==> config.mk <==
export PLATFORM = sky130hd
export DESIGN_NAME = pwm_decoder
export DESIGN_NICKNAME = d
export VERILOG_FILES = /design/src/rtl/pwm_decoder.sv
export SDC_FILE = /design/constraint.sdc
export NUM_CORES = 1
export LEC_CHECK = 0
export BUFFER_PORTS_ARGS = -buffer_cell sky130_fd_sc_hd__buf_2
export CAP_MARGIN = 10
export CORE_ASPECT_RATIO = 0.75
export CORE_MARGIN = 2
export CORE_UTILIZATION = 35
export CTS_BUF_LIST = sky130_fd_sc_hd__clkbuf_8
export DETAILED_ROUTE_END_ITERATION = 7
export PLACE_DENSITY = 0.52
export SLEW_MARGIN = 15
export SYNTH_ARGS = -nofsm -noshare
export SYNTH_HDL_FRONTEND = slang
export SYNTH_SLANG_ARGS = --single-unit
==> constraint.sdc <==
create_clock -name clk -period 4.6 [get_ports clk]
set_input_delay 0.46 -clock clk [delete_from_list [all_inputs] [get_ports clk]]
set_output_delay 0.46 -clock clk [all_outputs]
set_load 0.02 [all_outputs]
==> src/rtl/pwm_decoder.sv <==
// rtl/pwm_decoder.sv - recovers a duty word from a PWM stream by counting high samples per window
module pwm_decoder #(
  parameter int WIDTH       = 8,
  parameter int SYNC_STAGES = 2,
  parameter int LOCK_TOL    = 1
) (
  input  logic             clk,
  input  logic             rst_n,
  input  logic             pwm_in,
  output logic [WIDTH-1:0] duty_out,
  output logic             duty_valid,
  output logic             locked
);

  typedef enum logic {SEEK, MEASURE} state_t;

  localparam logic [WIDTH-1:0] WIN_LAST = {WIDTH{1'b1}};
  localparam logic [WIDTH-1:0] TOL      = WIDTH'(LOCK_TOL);
  localparam logic [WIDTH:0]   ONE      = {{WIDTH{1'b0}}, 1'b1};

  logic [SYNC_STAGES-1:0] sync_q;
  logic                   s;
  logic                   s_d;
  logic                   rise;

  state_t                 state;
  state_t                 state_nxt;
  logic [WIDTH-1:0]       win_cnt;
  logic [WIDTH-1:0]       win_cnt_nxt;
  logic [WIDTH:0]         high_cnt;
  logic [WIDTH:0]         high_cnt_nxt;
  logic [WIDTH:0]         total;
  logic                   win_end;

  logic [WIDTH-1:0]       meas;
  logic [WIDTH-1:0]       diff;
  logic [1:0]             done_cnt;
  logic [1:0]             done_nxt;
  logic                   agree;

  // pwm_in is asynchronous: only the last synchronizer stage feeds the logic below
  always_ff @(posedge clk or negedge rst_n) begin
    if (!rst_n) begin
      sync_q <= '0;
      s_d    <= 1'b0;
    end else begin
      sync_q <= {sync_q[SYNC_STAGES-2:0], pwm_in};
      s_d    <= s;
    end
  end

  assign s    = sync_q[SYNC_STAGES-1];
  assign rise = s & ~s_d;

  // State and window counters; the window never realigns once measuring
  always_ff @(posedge clk or negedge rst_n) begin
    if (!rst_n) begin
      state    <= SEEK;
      win_cnt  <= '0;
      high_cnt <= '0;
    end else begin
      state    <= state_nxt;
      win_cnt  <= win_cnt_nxt;
      high_cnt <= high_cnt_nxt;
    end
  end

  // Next-state: SEEK aligns to the first rise (or gives up after one window of constant input)
  always_comb begin
    state_nxt    = state;
    win_cnt_nxt  = win_cnt;
    high_cnt_nxt = high_cnt;
    win_end      = 1'b0;
    total        = high_cnt + {{WIDTH{1'b0}}, s};
    case (state)
      SEEK: begin
        if (rise) begin
          state_nxt    = MEASURE;
          win_cnt_nxt  = {{(WIDTH-1){1'b0}}, 1'b1};
          high_cnt_nxt = ONE;
        end else if (win_cnt == WIN_LAST) begin
          state_nxt    = MEASURE;
          win_cnt_nxt  = '0;
          high_cnt_nxt = '0;
        end else begin
          win_cnt_nxt  = win_cnt + 1'b1;
        end
      end
      MEASURE: begin
        win_cnt_nxt = win_cnt + 1'b1;
        if (win_cnt == WIN_LAST) begin
          win_end      = 1'b1;
          high_cnt_nxt = '0;
        end else begin
          high_cnt_nxt = total;
        end
      end
      default: begin
        state_nxt = SEEK;
      end
    endcase
  end

  // Result and lock evaluation; an all-high window (count 2**WIDTH) saturates
  always_comb begin
    meas     = total[WIDTH] ? WIN_LAST : total[WIDTH-1:0];
    diff     = (meas >= duty_out) ? (meas - duty_out) : (duty_out - meas);
    done_nxt = (done_cnt == 2'd2) ? 2'd2 : (done_cnt + 2'd1);
    agree    = (done_nxt == 2'd2) && (diff <= TOL);
  end

  // Publish a result one clock after the window's last sample; locked holds between results
  always_ff @(posedge clk or negedge rst_n) begin
    if (!rst_n) begin
      duty_out   <= '0;
      duty_valid <= 1'b0;
      locked     <= 1'b0;
      done_cnt   <= 2'd0;
    end else begin
      duty_valid <= win_end;
      if (win_end) begin
        duty_out <= meas;
        locked   <= agree;
        done_cnt <= done_nxt;
      end
    end
  end

endmodule

; Word level (Yosys, flattened, before mapping)
; Cells that the tools add are included.
[totals]
regBits = 33
input_bits = 3
out_inout_bits = 10
word_cells = 38
[classes]
addsub = 5
n_lt_le_gt_ge = 2
eq_ne = 4
muxes = 14
n_bitwise = 3
reduce_logical = 1
[op_table]
columns = op, n
row1 = $mux 8, 4
row2 = $mux 9, 3
row3 = $pmux 9 s2, 1
row4 = $pmux 8 s2, 1
row5 = $sub 8x8->8, 2
row6 = $add 9x1->9, 1
row7 = $add 8x1->8 const B, 1
row8 = $eq 8x8->1 const B, 1
row9 = $ge 8x8->1, 1
row10 = $le 8x1->1 const B, 1
row11 = $eq 2x2->1 const B, 2
row12 = $mux 1, 4
row13 = $ne 3x3->1 const B, 1
row14 = $add 2x1->2 const B, 1
row15 = $mux 2, 1
row16 = $not 1->1, 2
row17 = $and 1x1->1, 1
row18 = $logic_and 1x1->1, 1

; Logic depth before layout (Yosys ltp)
[depth]
depth_word = 6
depth_mapped = 18
mapped_depth_nobuf = 18

; Least setup slack after synthesis
; No wires, ideal clock.
[synth_timing]
kind = register to register
startpoint = register sync_q[1]
endpoint = register locked
setup_ns = 0.092
arrival_ns = 3.599
required_ns = 4.508
path_slack_ns = 0.910
path_stages_with_launch = 18
path_buffers = 1
period_less_slack_ns = 3.690
path_cell_list = dfrtp_1 ha_1 ha_1 nand3_1 nor2_1 and3_1 xnor2_1 nor2_1 inv_1 ha_1 clkbuf_1 nand4_1 a21oi_1 nor3_2 xnor2_1 or4_1 mux2_2 o31ai_2
[synth_via]
elab_chain_len = 6
word_cells_on_any_way = 8
cone_classes = 3 x add/sub / 2 x order compare / 2 x mux / 1 x reduce/logical
[synth_rtl]
columns = item, line
row1 = from (decl), 21  ; logic [SYNC_STAGES-1:0] sync_q;
row2 = from (signal assigned), 47  ; sync_q <= {sync_q[SYNC_STAGES-2:0], pwm_in};
row3 = $add 9x1->9 *, 74  ; total = high_cnt + {{WIDTH{1'b0}}, s};
row4 = $mux 8 *, 106  ; meas = total[WIDTH] ? WIN_LAST : total[WIDTH-1:0];
row5 = net meas[4], 35  ; logic [WIDTH-1:0] meas;
row6 = $sub 8x8->8 / $ge 8x8->1 (equally long branches), 107  ; diff = (meas >= duty_out) ? (meas - duty_out) : (duty_out - meas);
row7 = $mux 8 *, 107
row8 = $le 8x1->1 *, 109  ; agree = (done_nxt == 2'd2) && (diff <= TOL);
row9 = $logic_and 1x1->1 *, 109
row10 = to (signal assigned), 123  ; locked <= agree;
row11 = to (decl), 12  ; output logic locked
; The timed path passes the listed nets; every way through them passes the cells marked *.
; A chain may end at the register's enable or synchronous reset.

; Final worst setup path
[layout_timing]
startpoint = register sync_q[1]
endpoint = register locked
[layout_via]
elab_chain_len = 6
word_cells_on_any_way = 8
cone_classes = 3 x add/sub / 2 x order compare / 2 x mux / 1 x reduce/logical
[layout_rtl]
columns = item, line
row1 = $add 9x1->9 *, 74
row2 = $mux 8 *, 106
row3 = $sub 8x8->8 / $ge 8x8->1 (equally long branches), 107
row4 = $mux 8 *, 107
row5 = $le 8x1->1 *, 109
row6 = $logic_and 1x1->1 *, 109
; Every way passes the cells marked *; elsewhere a longest branch is shown, timed or not.

==> summary.md <==
| Metric | Value |
|---|---|
| Crit path capture type | `register` |
| PortBufs | `12` |
| Final Hold Fails | `0` |
| Layout cell share with drive strength beyond 1 | `10.8%` |
| Reg-to-Reg Start | `sync_q[1]` |
| GRT Overall Usage | `15.0%` |
| Nets | `292` |
| Post-DP HPWL | `approximately 3300 um` |
| Most frequent cell after synthesis | `nand2_1` |
| Max Freq | `246 MHz` |
| Initial Util | `35.6%` |
| Cell Rows | `25` |
| Status | `completed` |
| # Max-Cap Violations | `0` |
| Crit path cell chain | `ha_1, ha_1, nand3_1, nor2_1, and3_1, xnor2_1, nor2_1, ha_1, inv_1, fa_1, nand3_1, and2_1, xor2_1, o2111ai_1, or4_1, mux2_2, o31ai_2` |
| Net Count, Synth | `278` |
| Critical path startpoint category | `register` |
| Starting DRT DRC Count | `81` |
| Num CTS Buffers | `5` |
| Total gr overflow | `0` |
| Post-DR wirelength/cell | `roughly 13 um` |
| Routed WL | `4560 um` |
| Critical-path top delay cell | `dfrtp_1` |
| Period utilization | `88.2%` |
| Setup repair after global routing missed its margin | `no` |
| Pleak | `1.17 nW` |
| Number of synthesized flops with an enable pin | `0` |
| Top-area cell type share of the netlist area | `37.2%` |
| Placed Cells | `342` |
| CORE AREA | `6220 um2` |
| Most used cell, CP | `ha_1` |
| Via count | `1708` |
| Root Buffer | `clkbuf_8` |
| CP arrival | `4.27 ns` |
| Global-route wire length before repair | `about 8000 um` |
| WS Path Type | `reg2reg` |
| Cell variety after synth | `44` |
| DIE WIDTH | `95.9 um` |
| Yosys top cell by area | `dfrtp_1` |
| Setup Fix Bufs, Post-CTS | `0` |
| Top_reg_cell synth | `dfrtp_1` |
| Clk Latency, worst-skew pair | `around 0.3 ns` |
| Required time worst endpoint | `between 4 and 5 ns` |
| Crit Path Max Fanout | `5` |
| Die Ht | `72.9 um` |
| Fin. max-slew vios | `0` |
| I/O pin count | `13` |
| Sequential element share of the synthesized area | `approximately 37%` |
| Slew @ Worst Pin | `0.776 ns` |
| Synth Instances | `254` |
| Fin cells | `350` |
| N_diodes | `0` |
| CTS Hold Bufs | `0` |
| CTS tree | `yes` |
| Peak VDD IR | `171 uV` |
| Pin count of the biggest net entering global routing | `34` |
| Setup violators final | `0` |
| Vias in the first global route | `1685` |
| Maximum root-to-sink buffer count | `2` |
| DR pass1 iterations | `4` |
| GPL Wtd Cong | `0.839` |
| Total die area | `7000 um2` |
| Antenna violations before repair | `0` |
| H-tree levels | `2` |
| Routed Antenna Nets | `0` |
| Synth async-reset ratio | `100%` |
| Clock net sink count | `33` |
| Layout area overhead | `12.4%` |
| # fillers | `623` |
| Skew final | `0.00625 ns` |
| Hold Path Class | `in2async` |
| Top cells by count, synth | `nand2_1 (35), dfrtp_1 (33), inv_1 (28), o21ai_0 (27), nor2_1 (21)` |
| Setup TNS | `0 ns` |
| Clk slew on worst S/H paths | `0.08 ns` |
| Min Clock Period, post-route | `about 4.1 ns` |
| CP startpoint | `sync_q[1]` |
| #FFs+latches synth | `33` |
| Worst Slack Setup Final | `0.543 ns` |
| Syn_area_per_cell | `8.73 um2` |
| Power Density | `589 nW/um2` |
| Normalized max-slew margin | `48.3%` |
| Drt via density | `4.88` |
| Crit-path max cell delay | `0.41 ns` |
| Post-place setup slack | `roughly 0.46 ns` |
| Yosys warns | `0` |
| # DRC | `0` |
| Ranking of synthesized cells by area | `dfrtp_1 (37%), ha_1 (11%), o21ai_0 (6.1%), nand2_1 (5.9%), inv_1 (4.7%)` |
| Synth Cell Area | `approximately 2200 um2` |
-- power by group --
group	leakage [nW]	internal [W]	switching, W
combinational	0.680	0.000304	0.000419
clock	0.0687	0.000218	0.000123
sequential	0.426	0.000347	0.0000577
-- kinds of logic after synthesis --
logic type	count (synthesis)	share of synthesized area (%)
DFF	33	37.2
adders and majority gates	21	12.5
and+or+nand+nor	84	18.2
AOI/OAI and AO/OA	60	16.8
xor gates and xnor gates	20	7.90
muxes	2	0.959
buffers and inverters	34	6.43
-- state kept, by name, indices dropped and copies added, names as in the netlist --
| register | count |
|---|---|
| done_cnt | 2 |
| duty_out | 8 |
| duty_valid | 1 |
| high_cnt | 9 |
| locked | 1 |
| s_d | 1 |
| state | 1 |
| sync_q | 2 |
| win_cnt | 8 |
-- per-stage QoR --
stage / utilization, % / power [W] / instance area (um2) / hold WS (ns)
after floorplan: - / 0.000993 / 2220 / 0.164
after global placement: 37.8 / 0.00112 / 2350 / 0.338
after detailed placement: 37.8 / 0.00112 / 2350 / 0.336
after CTS: 40.0 / 0.00147 / 2490 / 0.253
after global routing: 40.1 / 0.00162 / 2490 / 0.243
final: 40.1 / 0.00147 / 2490 / 0.236
-- metal layers --
metal  GRT usage (%)  vias up  wire length [um]
met2            21.8       21              1870
met1            21.5      790              2470
met5               0        -                 0
li1                -      891                 -
met4            3.81        0                48
met3            4.86        6               175
-- path summary, 6_finish.rpt --
check                                   to  slack (ns)  cells after the start
max in group asynchronous           locked        3.87                      1
worst max-delay path                locked        0.54                     17
min in group clk                 sync_q[0]        0.26                      1
worst max register to register      locked        0.54                     17
worst min register to register   sync_q[1]        0.35                      0
worst min-delay path            win_cnt[3]        0.24                      1
-- layout make-up --
class	count	area, um2	share of cell area (%)
clock buffer	5	68.8	2.76
clock inverter	3	68.8	2.76
inverter	29	114	4.57
multi-input combinational	187	1250	50.3
sequential	33	826	33.1
tap	81	101	4.06
timing repair buffer	12	60.1	2.41
-- critical path: cells and delay by family, from the launching register on --
| family | cells | cell delay [ns] |
|---|---|---|
| AND/OR/NAND/NOR | 7 | 1.63 |
| adder cells (fa/ha/maj) | 4 | 1.02 |
| flip-flops | 1 | 0.41 |
| XOR/XNOR | 2 | 0.30 |
| AO/OA/AOI/OAI | 2 | 0.28 |
| multiplexers | 1 | 0.28 |
| buffers and inverters | 1 | 0.05 |
-- cell usage in the layout (no fill, tap or decap), drive strengths merged, types with 2 or more instances in the layout --
cell type	instances
and2	2
nor3	2
fa	2
o31ai	3
and3	5
ha	19
o21ai	27
nand2	36
nor2	21
nand3	8
nand4	4
xor2	9
buf	12
inv	29
dfrtp	33
a211oi	4
xnor2	11
a21oi	13
bufinv	2
a21o	2
o211ai	2
nand3b	2
clkbuf	5
-- timing repair --
item                                    CTS  global route
resized for setup                         0             1
endpoints found under the setup margin    0             1
endpoints found under the hold margin     0             0
No activity file was read; power rests on OpenSTA's default activity.
